==> config.mk <==
export PLATFORM = sky130hd
export DESIGN_NAME = seg_scan_driver
export DESIGN_NICKNAME = d
export VERILOG_FILES = /design/src/rtl/seg_scan_driver_pkg.sv /design/src/rtl/seg_scan_driver_lzb.sv /design/src/rtl/seg_scan_driver.sv
export SDC_FILE = /design/constraint.sdc
export NUM_CORES = 1
export LEC_CHECK = 0
export ABC_AREA = 1
export CAP_MARGIN = 10
export CORE_ASPECT_RATIO = 1.25
export CORE_MARGIN = 2
export CORE_UTILIZATION = 40
export DETAILED_ROUTE_END_ITERATION = 10
export GPL_ROUTABILITY_DRIVEN = 0
export MAX_ROUTING_LAYER = met4
export PLACE_DENSITY_LB_ADDON = 0.1
export SYNTH_ARGS = -nofsm -noshare
export SYNTH_HDL_FRONTEND = slang
export SYNTH_SLANG_ARGS = --single-unit
export TNS_END_PERCENT = 10
==> constraint.sdc <==
create_clock -name clk -period 2.2 [get_ports clk]
set_input_delay 0.44 -clock clk [delete_from_list [all_inputs] [get_ports clk]]
set_output_delay 0.44 -clock clk [all_outputs]
set_load 0.02 [all_outputs]
==> src/rtl/seg_scan_driver_pkg.sv <==
// ============================================================================
// Module  : seg_pkg
// Brief   : Shared types and constants for the 7-segment scan driver.
// Revision: 1.0 - initial release
// ============================================================================
`default_nettype none

package seg_pkg;

    typedef enum logic [0:0] {
        ST_DEAD = 1'b0,
        ST_SHOW = 1'b1
    } state_t;

    localparam int MAX_DIGITS = 8;

    localparam logic [MAX_DIGITS-1:0] AN_OFF = '1;

    // Matches the active-high blanking input of the downstream decoder.
    localparam logic BLANK = 1'b1;

    function automatic int cnt_width(input int a, input int b);
        int m;
        m = (a > b) ? a : b;
        return (m > 1) ? $clog2(m) : 1;
    endfunction

endpackage : seg_pkg

`default_nettype wire

==> src/rtl/seg_scan_driver_lzb.sv <==
// ============================================================================
// Module  : seg_lzb
// Brief   : Per-digit blank vector from display mask and leading-zero rule.
// Revision: 1.0 - initial release
// ============================================================================
`default_nettype none

module seg_lzb
    import seg_pkg::*;
#(
    parameter int DIGITS = 4,
    parameter int LZB    = 1
) (
    input  logic [4*DIGITS-1:0] nibbles,
    input  logic [DIGITS-1:0]   mask,
    output logic [DIGITS-1:0]   blank
);

    logic [DIGITS-1:0] zero;

    genvar i;
    generate
        for (i = 0; i < DIGITS; i++) begin : g_digit
            assign zero[i] = (nibbles[4*i +: 4] == 4'd0);

            // Digit 0 is never suppressed so an all-zero value still shows "0".
            if (i == 0) begin : g_d0
                assign blank[i] = mask[i];
            end else begin : g_dn
                assign blank[i] = mask[i] | ((LZB != 0) && (&zero[DIGITS-1:i]));
            end
        end
    endgenerate

endmodule : seg_lzb

`default_nettype wire

==> src/rtl/seg_scan_driver.sv <==
// ============================================================================
// Module  : seg_scan_driver
// Brief   : Multiplexed common-anode 7-seg scan with frame-synchronous update.
// Revision: 1.0 - initial release
// ============================================================================
`default_nettype none

module seg_scan_driver
    import seg_pkg::*;
#(
    parameter int DIGITS = 4,
    parameter int DIV    = 50000,
    parameter int DEAD   = 500,
    parameter int LZB    = 1
) (
    input  logic                clk,
    input  logic                rst,
    input  logic                load,
    input  logic [4*DIGITS-1:0] value,
    input  logic [DIGITS-1:0]   blank_mask,
    output logic [3:0]          data,
    output logic                ctrl,
    output logic [DIGITS-1:0]   an,
    output logic                pending
);

    localparam int CW = cnt_width(DIV, DEAD);
    localparam int IW = $clog2(DIGITS);

    localparam logic [CW-1:0]     DIV_LAST   = CW'(DIV - 1);
    localparam logic [CW-1:0]     DEAD_LAST  = CW'(DEAD - 1);
    localparam logic [IW-1:0]     IDX_LAST   = IW'(DIGITS - 1);
    localparam logic [DIGITS-1:0] AN_ALL_OFF = AN_OFF[DIGITS-1:0];

    state_t               state_q, state_d;
    logic [CW-1:0]        cnt_q, cnt_d;
    logic [IW-1:0]        idx_q, idx_d;
    logic [4*DIGITS-1:0]  shadow_q, shadow_d;
    logic [DIGITS-1:0]    smask_q, smask_d;
    logic [4*DIGITS-1:0]  disp_q, disp_d;
    logic [DIGITS-1:0]    dmask_q, dmask_d;
    logic                 pending_q, pending_d;
    logic [3:0]           data_q, data_d;
    logic                 ctrl_q, ctrl_d;
    logic [DIGITS-1:0]    an_q, an_d;

    logic                 dead_done;
    logic                 show_done;
    logic                 commit;
    logic [DIGITS-1:0]    blank_vec;

    // Blanking is evaluated on the next display contents so the first SHOW
    // cycle after a commit already reflects the new value.
    seg_lzb #(
        .DIGITS (DIGITS),
        .LZB    (LZB)
    ) u_lzb (
        .nibbles (disp_d),
        .mask    (dmask_d),
        .blank   (blank_vec)
    );

    always_comb begin
        state_d   = state_q;
        cnt_d     = cnt_q + 1'b1;
        idx_d     = idx_q;
        shadow_d  = shadow_q;
        smask_d   = smask_q;
        disp_d    = disp_q;
        dmask_d   = dmask_q;
        pending_d = pending_q;
        data_d    = data_q;
        ctrl_d    = ctrl_q;
        an_d      = an_q;

        dead_done = (state_q == ST_DEAD) && (cnt_q == DEAD_LAST);
        show_done = (state_q == ST_SHOW) && (cnt_q == DIV_LAST);
        commit    = dead_done && (idx_q == '0) && pending_q;

        if (load) begin
            shadow_d  = value;
            smask_d   = blank_mask;
            pending_d = 1'b1;
        end

        // A load on the commit edge keeps pending set for the next frame.
        if (commit) begin
            disp_d  = shadow_q;
            dmask_d = smask_q;
            if (!load) begin
                pending_d = 1'b0;
            end
        end

        if (dead_done) begin
            state_d = ST_SHOW;
            cnt_d   = '0;
            an_d    = AN_ALL_OFF & ~(DIGITS'(1) << idx_q);
            data_d  = disp_d[{idx_q, 2'b00} +: 4];
            ctrl_d  = blank_vec[idx_q];
        end else if (show_done) begin
            state_d = ST_DEAD;
            cnt_d   = '0;
            idx_d   = (idx_q == IDX_LAST) ? '0 : idx_q + 1'b1;
            an_d    = AN_ALL_OFF;
            ctrl_d  = BLANK;
        end
    end

    always_ff @(posedge clk or posedge rst) begin
        if (rst) begin
            state_q   <= ST_DEAD;
            cnt_q     <= '0;
            idx_q     <= '0;
            shadow_q  <= '0;
            smask_q   <= '0;
            disp_q    <= '0;
            dmask_q   <= '0;
            pending_q <= 1'b0;
            data_q    <= 4'd0;
            ctrl_q    <= BLANK;
            an_q      <= AN_ALL_OFF;
        end else begin
            state_q   <= state_d;
            cnt_q     <= cnt_d;
            idx_q     <= idx_d;
            shadow_q  <= shadow_d;
            smask_q   <= smask_d;
            disp_q    <= disp_d;
            dmask_q   <= dmask_d;
            pending_q <= pending_d;
            data_q    <= data_d;
            ctrl_q    <= ctrl_d;
            an_q      <= an_d;
        end
    end

    assign data    = data_q;
    assign ctrl    = ctrl_q;
    assign an      = an_q;
    assign pending = pending_q;

endmodule : seg_scan_driver

`default_nettype wire

==> flow_summary.yaml, run 1 <==
yosys:
  synth_fp_nets: 451
  synth-edff-count: 0
  synth_common_cells: "nand2_1, inv_1, dfrtp_1"
  synth_area_sq_mm: 0.00338
  synthTopCellsByArea: "dfrtp_1, nand2_1, inv_1"
  yosys.area.top_type: "dfrtp_1"
  synth_ff_type: "dfrtp_1"
  async_reset_ff_share_pct: 100
  yosysSeqAreaShare_pct: 51.2
  synth_top_area_share_pct: 47.3
  ys_types: 32
  synth.most_common_cell: "nand2_1"
  synth_area_per_cell_sq_um: 8.00
  ys_seq_elements: 69
  postSynthCellCount: 423
  yosys_warnings: 0
clock_tree:
  clockBufferDepth: 2
  htree_levels: 3
  cts_made_buffers: 9
  insertion_delay_ps: 340
  cts.sinks: 69
  root_buffer: "clkbuf_8"
  clkTransAtPathRegs_ps: 80
  hold_buffers: 0
  tritoncts: "yes"
routing:
  drt_iter0_markers: 93
  drc: 0
  firstDrtPassIters: 4
  routed_wl_microns: 7190
  wl_per_cell_microns: 12.6
  vias: 2717
  ant_nets: 0
  viasPerCell: 4.77
floorplanning:
  initial_core_util_pct: 41.1
  ios: 33
  row_count: 37
  chipHeight_microns: 107
  die_w_microns: 86.3
  dieArea_sq_mm: 0.00921
  core-area_sq_mm: 0.00824
timing:
  hold_viol_final: 0
  layout_min_cycle_time_ps: 1970
  clock.fmax_mhz: 509
  hold-worst-slack_ps: 477
  drv_slew: 0
  fin_skew_ps: 6.55
  worst_slew_pin_slew_ps: 430
  setup-violations-final: 0
  max_slew_margin_pct: 71.2
  fin_crit_sh_pct: 89.4
  timing.final.ws_setup_ps: 234
  setup_tns_ps: 0
pwr:
  total_leakage_power_nw: 2.22
  power_density_mw_per_mm2: 606
  power_mw: 2.49
  ir_drop_mv: 0.320
finish:
  fin_nets: 497
  finalCoreUtilization_pct: 49.9
  final_layout_size_suffix_gt1_share_pct: 12.1
  fin_cells: 570
  area_growth_pct: 21.5
  diodes: 0
  finalInstanceArea_sq_mm: 0.00411
placed_design:
  dp_hpwl_microns: 5330
  placed_cell_area_sq_mm: 0.00388
  port_buffers: 32
  placed_cells: 553
  dp_slack_ps: 160
worst_setup_path:
  cp.arrival_ps: 2240
  cp_data_required_time_ps: 2470
  cp_max_fo: 7
  crit_path_start_kind: "flip-flop"
  cp-end-kind: "flip-flop"
  timing.setup.critical_path_class: "reg -> reg"
global_route:
  overflow: 0
  grt_pass1_wl_microns: 12500
  track_usage_pct: 18.0
  grt_max_degree: 70
  grt_antenna_before_repair: 0
  grt_pass1_vias: 2662
flow_run:
  max_cap_viol_count: 0
run_status:
  outcome: "completed"
worst_hold_path:
  worst_hold_path_type: "reg -> reg"
[final timing paths]
check | start | cells past startpoint | endpoint | slack, ps
hold reg to reg | shadow_q[3]$_DFFE_PP0P_ | 2 | shadow_q[3]$_DFFE_PP0P_ | 480
max in group asynchronous | rst | 3 | an[2]$_DFFE_PP1P_ | 1370
setup reg to reg | cnt_q[11]$_DFF_PP0_ | 13 | ctrl$_DFFE_PP1P_ | 230
setup / recovery | cnt_q[11]$_DFF_PP0_ | 13 | ctrl$_DFFE_PP1P_ | 230
hold / removal | shadow_q[3]$_DFFE_PP0P_ | 2 | shadow_q[3]$_DFFE_PP0P_ | 480
min in group asynchronous | rst | 3 | cnt_q[11]$_DFF_PP0_ | 490
[registers in the layout, indices dropped and copies added, names as in the netlist]
register,cells
cnt_q,16
disp_q,16
shadow_q,16
an,4
data,4
dmask_q,4
smask_q,4
idx_q,2
ctrl,1
pending,1
state_q,1
[report_power, final]
group	internal, mW	total [mW]	switching (mW)
sequential	1.30	1.31	0.0135
combinational	0.0550	0.122	0.0670
clock	0.580	1.05	0.474
total	1.94	2.49	0.554
[kinds of logic (layout without fill, tap and decap cells)]
kind of cell / count (synthesis) / count (layout) / share of synthesized area (%)
XOR/XNOR: 2 / 2 / 0.518
AO/OA/AOI/OAI: 57 / 57 / 9.84
AND/OR/NAND/NOR: 199 / 199 / 26.2
buffers and inverters: 91 / 141 / 10.4
flip-flops: 69 / 69 / 51.2
adder cells (fa/ha/maj): 5 / 5 / 1.85
[metal layers]
metal | share of wire, % | wire [microns] | global-route usage, % | vias up
met2 | 51 | 3660 | 30.3 | 33
met4 | 2.2 | 156 | 7.03 | 0
met5 | 0 | 0 | - | -
met1 | 45 | 3220 | 21.7 | 1263
met3 | 2.1 | 153 | 2.54 | 13
li1 | - | - | - | 1408
[cell type report]
cell class                 instances  area, sq um
clock buffer                      12          155
clock inverter                     3         45.0
fill                             818         4130
inverter                          79          297
multi-input combinational        263         1310
sequential                        69         1730
tap                               97          121
timing repair buffer              47          445
[critical path: stages (launching register included)]
cell and delay [ps]:
dfrtp_1 420, nor2_1 160, nand2_1 150, nor2_4 200, nand2_4 90, nor2_4 210
nand3_1 100, nand2_1 70, nand2_1 40, nor2_1 120, nand3_1 90, a21oi_1 120
nor2_1 60, nor2_1 80
[cell usage in the layout (no fill, tap or decap), types with 2 or more instances in the layout]
cell / synthesis / routed
nor2_4: 3 / 4
nor3_1: 8 / 8
a21oi_1: 15 / 15
clkinvlp_4: 0 / 2
dfrtp_1: 64 / 64
nand4_1: 7 / 7
xor2_1: 2 / 2
o21ai_1: 2 / 2
nand2_2: 5 / 4
o211ai_1: 8 / 8
o21ai_2: 3 / 3
clkbuf_8: 0 / 11
clkdlybuf4s50_1: 0 / 32
o22ai_1: 2 / 2
nand2_1: 111 / 111
nor2_1: 38 / 37
inv_2: 1 / 2
ha_1: 5 / 4
nor2_2: 4 / 4
nand3_1: 17 / 17
dfstp_2: 5 / 5
a31oi_1: 4 / 4
clkinv_1: 2 / 2
nand2_4: 2 / 3
o21bai_1: 2 / 2
o21ai_0: 20 / 20
buf_4: 0 / 14
inv_1: 76 / 75
[repair_timing]
action / 4_1_cts / 5_1_grt
gates resized for setup: 0 / 4
setup endpoints to repair: 0 / 1
setup buffers: 0 / 2
No activity file was read; power rests on OpenSTA's default activity.
==> run 2, diff against run 1 <==
--- a/config.mk
+++ b/config.mk
@@ -8,8 +8,9 @@
 export ABC_AREA = 1
 export CAP_MARGIN = 10
 export CORE_ASPECT_RATIO = 1.25
-export CORE_MARGIN = 2
+export CORE_MARGIN = 1.5
 export CORE_UTILIZATION = 40
+export CTS_CLUSTER_DIAMETER = 30
 export DETAILED_ROUTE_END_ITERATION = 10
 export GPL_ROUTABILITY_DRIVEN = 0
 export MAX_ROUTING_LAYER = met4
==> flow_summary.yaml, run 2 (synthesis results as in run 1) <==
run_status:
  outcome: "completed"
finish:
  fin_cells: 575
  fin_nets: 501
  largestRegisters: "cnt_q x16, disp_q x16, shadow_q x16"
  final_common_cell: "nand2_1"
  area_growth_pct: 24.1
  layout_common_cells: "nand2_1, inv_1, dfrtp_1"
  fill_cells: 842
  diodes: 0
  finalCoreUtilization_pct: 51.0
  final_layout_size_suffix_gt1_share_pct: 16.1
pwr:
  ir_drop_mv: 0.314
  power_mw: 2.51
  intPower_mw: 1.89
  sw_frac_of_total_pct: 24.7
  pwr-share-comb_pct: 4.9
  seqPwrFrac_pct: 52.3
  p_sw_uw: 620
  total_leakage_power_nw: 2.26
  power_density_mw_per_mm2: 598
  clkPwrFrac_pct: 42.8
clock_tree:
  hold_buffers: 0
  insertion_delay_ps: 360
  cts_made_buffers: 9
  clkTransAtPathRegs_ps: 80
  root_buffer: "clkbuf_8"
  htree_levels: 3
  tritoncts: "yes"
  clockBufferDepth: 2
  cts.sinks: 69
worst_setup_path:
  cp_top_family: "simple AND/OR/NAND/NOR gates"
  cp.arrival_ps: 2370
  crit_buf_inv: 1
  cp_max_fo: 7
  crit_path_start_kind: "flip-flop"
  crit_chain: "ha_2, inv_2, nor2_2, nand2_2, nor2_4, nand2_4, nor2_4, nand3_2, nand2_1, nand2_1, nor2_2, nand3_2, a21oi_2, nor2_1, nor2_1"
  cp.depth: 15
  timing.setup.critical_path_class: "reg -> reg"
  slowest_stage: "dfrtp_1"
  cp_data_required_time_ps: 2490
  max_stage_delay_ps: 370
  reg2regPathDepth: 15
  cp-end-kind: "flip-flop"
timing:
  layout_min_cycle_time_ps: 2080
  drv_slew: 0
  worst_slew_pin_slew_ps: 414
  setup-violations-final: 0
  grt_setup_unrepaired: "true"
  hold-worst-slack_ps: 454
  hold_viol_final: 0
  max_slew_margin_pct: 72.3
  fin_skew_ps: 13.1
  clock.fmax_mhz: 480
  fin_crit_sh_pct: 94.6
  timing.final.ws_setup_ps: 118
global_route:
  grt_antenna_before_repair: 0
  grt_pass1_vias: 2725
  overflow: 0
  grt_pass1_wl_microns: 12600
  track_usage_pct: 18.7
  grt_max_degree: 70
floorplanning:
  core-area_sq_mm: 0.00824
  row_count: 37
  die_w_microns: 85.3
  ios: 33
  chipHeight_microns: 106
  initial_core_util_pct: 41.1
  dieArea_sq_mm: 0.00902
routing:
  drt_iter0_markers: 90
  vias: 2764
  wl_per_cell_microns: 12.8
  viasPerCell: 4.81
  ant_nets: 0
  routed_wl_microns: 7350
  firstDrtPassIters: 5
  drc: 0
placed_design:
  port_buffers: 32
  dp_slack_ps: 55.1
  dp_hpwl_microns: 5310
  placed_cells: 552
worst_hold_path:
  worst_hold_path_type: "in -> async"
flow_run:
  max_cap_viol_count: 0
==> run 2: final cells by class <==
| class | count | area (sq um) | share of cell area (%) |
|---|---|---|---|
| flip-flops and latches | 69 | 1730 | 41.3 |
| multi-input cells | 263 | 1360 | 32.3 |
| repair buffers | 51 | 488 | 11.6 |
| inverters | 79 | 297 | 7.06 |
| clock buffers | 9 | 124 | 2.95 |
| well taps | 97 | 121 | 2.89 |
| clock inverters | 7 | 80.1 | 1.91 |
==> run 2: path summary, 6_finish.rpt <==
kind / startpoint / endpoint / slack [ps]
hold / removal: rst / cnt_q[6]$_DFF_PP0_ / 450
setup / recovery: cnt_q[1]$_DFF_PP0_ / ctrl$_DFFE_PP1P_ / 120
setup reg to reg: cnt_q[1]$_DFF_PP0_ / ctrl$_DFFE_PP1P_ / 120
hold reg to reg: dmask_q[3]$_DFF_PP0_ / dmask_q[3]$_DFF_PP0_ / 480
min in group clk: dmask_q[3]$_DFF_PP0_ / dmask_q[3]$_DFF_PP0_ / 480
max in group asynchronous: rst / ctrl$_DFFE_PP1P_ / 1380
==> run 2: tightest hold or removal path: cells and delay by family <==
family                 cells  cell delay (ps)
buffers and inverters      3              780
==> run 2: repair_timing <==
action | 4_1_cts | 5_1_grt
endpoints found under the setup margin | 0 | 3
gates resized for setup | 0 | 19
setup buffers | 0 | 7
==> run 2: power by group through the flow <==
stage | clock (mW) | sequential [mW] | combinational [mW]
floorplan | 0 | 1.34 | 0.0587
global placement | 0 | 1.34 | 0.127
detailed placement | 0 | 1.34 | 0.129
CTS | 1.11 | 1.31 | 0.128
global route | 1.18 | 1.32 | 0.144
finish | 1.08 | 1.31 | 0.123
==> run 2: stage by stage <==
step / instance area (sq um) / setup TNS [ps]
floorplan: 3380 / 0
global placement: 3880 / 0
CTS: 4090 / 0
detailed placement: 3880 / 0
finish: 4200 / 0
global route: 4200 / -66.3
==> run 2: metal layers <==
metal / global-route usage [%] / wire length, microns
met4: 7.03 / 121
met3: 4.78 / 214
met1: 21.7 / 3200
met5: - / 0
met2: 31.2 / 3810
==> run 3, diff against run 2 <==
--- a/config.mk
+++ b/config.mk
@@ -8,7 +8,7 @@
 export ABC_AREA = 1
 export CAP_MARGIN = 10
 export CORE_ASPECT_RATIO = 1.25
-export CORE_MARGIN = 1.5
+export CORE_MARGIN = 2
 export CORE_UTILIZATION = 40
 export CTS_CLUSTER_DIAMETER = 30
 export DETAILED_ROUTE_END_ITERATION = 10
@@ -17,5 +17,6 @@
 export PLACE_DENSITY_LB_ADDON = 0.1
 export SYNTH_ARGS = -nofsm -noshare
 export SYNTH_HDL_FRONTEND = slang
+export SYNTH_HIERARCHICAL = 1
 export SYNTH_SLANG_ARGS = --single-unit
 export TNS_END_PERCENT = 10
==> flow_summary.yaml, run 3 <==
clock_tree:
  cts_made_buffers: 9
  tritoncts: "yes"
  clkTransAtPathRegs_ps: 80
  root_buffer: "clkbuf_8"
  htree_levels: 3
  clockBufferDepth: 2
  hold_buffers: 0
  cts.sinks: 69
  insertion_delay_ps: 340
placed_design:
  dp_hpwl_microns: 5790
  port_buffers: 32
  dp_slack_ps: -10.4
worst_setup_path:
  crit_top_cell: "nand2_1"
  cp-end-kind: "flip-flop"
  cp.arrival_ps: 2470
  rr_endpoint: "ctrl$_DFFE_PP1P_"
  crit_buf_inv: 5
  reg2regPathDepth: 19
  max_stage_delay_ps: 360
  reg2reg_from: "cnt_q[1]$_DFF_PP0_"
  crit_path_start_kind: "flip-flop"
  slowest_stage: "dfrtp_1"
  cp_max_fo: 18
  r2r_setup_slack_ps: 20
  crit_chain: "ha_2, inv_2, nor2_1, nand2_1, nor2_4, nand4_4, buf_12, buf_4, nand2_2, nand2_1, inv_1, nand2_1, nor2_1, nand2_1, nand2_1, o21ai_0, o22ai_1, o22ai_1, inv_1"
  timing.setup.critical_path_class: "reg -> reg"
  cp_top_family: "simple AND/OR/NAND/NOR gates"
  cp_data_required_time_ps: 2490
routing:
  wl_per_cell_microns: 13.7
  viasPerCell: 4.93
  ant_nets: 0
  drc: 0
  drt_iter0_markers: 156
  routed_wl_microns: 8090
  vias: 2912
  firstDrtPassIters: 4
yosys:
  yosysSeqAreaShare_pct: 51.3
  synth_top_family_by_area: "simple AND/OR/NAND/NOR gates"
  ys_types: 33
  async_reset_ff_share_pct: 100
  synth_compound_area_share_pct: 4.19
  synth_area_sq_mm: 0.00338
  postSynthCellCount: 413
  synth_adder_area_share_pct: 1.85
  synth_fp_nets: 441
  synth_common_cells: "nand2_1, dfrtp_1, inv_1"
  synth_mux_area_share_pct: 0
  yosys.area.top_type: "dfrtp_1"
  synth_top_area_share_pct: 47.4
  synth_area_per_cell_sq_um: 8.18
  synthTopCellsByArea: "dfrtp_1, nand2_1, nand3_1"
  yosys.area_share.simple_pct: 35.5
  synth_ff_type: "dfrtp_1"
  synth-xor-area-share_pct: 0.259
  synth.most_common_cell: "nand2_1"
  ys_seq_elements: 69
  yosys_warnings: 6
  synth-edff-count: 0
pwr:
  ir_drop_mv: 0.343
  power_density_mw_per_mm2: 563
  total_leakage_power_nw: 2.29
floorplanning:
  die_w_microns: 86.2
  core-area_sq_mm: 0.00824
  row_count: 37
  dieArea_sq_mm: 0.00920
  chipHeight_microns: 107
  initial_core_util_pct: 41.0
  ios: 33
timing:
  hold_viol_final: 0
  timing.final.ws_setup_ps: 20.4
  fin_skew_ps: 7.48
  setup-violations-final: 0
  drv_slew: 0
  clock.fmax_mhz: 459
  worst_slew_pin_slew_ps: 608
  grt_setup_unrepaired: "true"
  max_slew_margin_pct: 59.4
  fin_crit_sh_pct: 99.1
  layout_min_cycle_time_ps: 2180
finish:
  area_growth_pct: 27.8
  fill_cells: 796
  finalCoreUtilization_pct: 52.4
  diodes: 0
  layout_common_cells: "nand2_1, dfrtp_1, buf_4"
  final_common_cell: "nand2_1"
  largestRegisters: "cnt_q x16, disp_q x16, shadow_q x16"
  final_layout_size_suffix_gt1_share_pct: 21.3
  fin_nets: 517
global_route:
  overflow: 0
  grt_antenna_before_repair: 0
  grt_pass1_wl_microns: 13800
  track_usage_pct: 20.0
  grt_pass1_vias: 2907
  grt_max_degree: 70
worst_hold_path:
  worst_hold_path_type: "reg -> reg"
  min_from: "smask_q[2]$_DFFE_PP0P_"
  min_to: "smask_q[2]$_DFFE_PP0P_"
  hold_path_depth: 2
run_status:
  outcome: "completed"
flow_run:
  max_cap_viol_count: 0
[run 3: cell types whose count changed after synthesis, moves of 4 or more]
| cell | change |
|---|---|
| inv_1 | -38 |
| nand2_1 | +36 |
| nand3_1 | +20 |
| o21ai_0 | -15 |
| nor2_1 | -11 |
| o211ai_1 | -8 |
| nand3_2 | +7 |
| a21oi_1 | -5 |
| clkbuf_1 | -5 |
| nand2_2 | +5 |
| inv_2 | +4 |
[run 3: worst max path at each step]
| stage | start | endpoint | slack [ps] | cells after the start |
|---|---|---|---|---|
| CTS | cnt_q[1]$_DFF_PP0_ | ctrl$_DFFE_PP1P_ | 7 | 18 |
| detailed placement | cnt_q[13]$_DFF_PP0_ | ctrl$_DFFE_PP1P_ | -10 | 16 |
| global route | cnt_q[1]$_DFF_PP0_ | ctrl$_DFFE_PP1P_ | -200 | 18 |
| floorplan | rst | cnt_q[0]$_DFF_PP0_ | 30 | 1 |
| global placement | cnt_q[0]$_DFF_PP0_ | ctrl$_DFFE_PP1P_ | 60 | 18 |
| finish | cnt_q[1]$_DFF_PP0_ | ctrl$_DFFE_PP1P_ | 20 | 19 |
[run 3: kinds of logic after synthesis]
kind of cell | count (synthesis)
AOI/OAI and AO/OA | 26
xor gates and xnor gates | 1
and+or+nand+nor | 257
adders and majority gates | 5
buffers and inverters | 55
DFF | 69
[run 3: area by class of cell]
cell class	instances	area [sq um]	share of cell area [%]
Clock buffer	11	131	3.04
Clock inverter	5	52.6	1.22
Multi-Input combinational cell	290	1450	33.5
Sequential cell	69	1730	40.1
Timing Repair Buffer	75	668	15.5
Inverter	44	165	3.83
Tap cell	97	121	2.81
[run 3: worst min-delay path: cells and delay by family, from the launching register on]
family	cells	cell delay, ps
flops	1	350
simple gates	2	110
[run 3: metal layers]
| metal | wire length, microns | vias to the layer above | GRT usage, % |
|---|---|---|---|
| met1 | 3350 | 1368 | 23.2 |
| li1 | - | 1459 | - |
| met3 | 295 | 21 | 4.08 |
| met5 | 0 | - | - |
| met2 | 4210 | 64 | 33.4 |
| met4 | 233 | 0 | 8.71 |
[run 3: what timing repair did]
action                     CTS  global route
buffers inserted             1             3
hold endpoints to repair     0             0
resized for setup            2             6
gates cloned                 1             0
pin swaps                    3             6
setup endpoints to repair    1             1
[run 3: per-stage QoR]
stage / instance area [sq um] / total power [mW] / hold slack [ps] / std cells / setup TNS, ps
2_1_floorplan: 3380 / 1.40 / 433 / 413 / 0
3_3_place_gp: 4070 / 1.46 / 462 / 570 / 0
3_5_place_dp: 4070 / 1.46 / 466 / 570 / -10.4
4_1_cts: 4280 / 2.47 / 485 / 588 / 0
5_1_grt: 4320 / 2.54 / 496 / 591 / -196
6_report: 4320 / 2.43 / 481 / 591 / 0
[run 3: power by group]
group	internal, mW	switching, mW	total, mW
registers	1.30	0.0210	1.32
logic	0.0536	0.0580	0.112
clock network	0.519	0.476	0.995
total	1.87	0.555	2.43
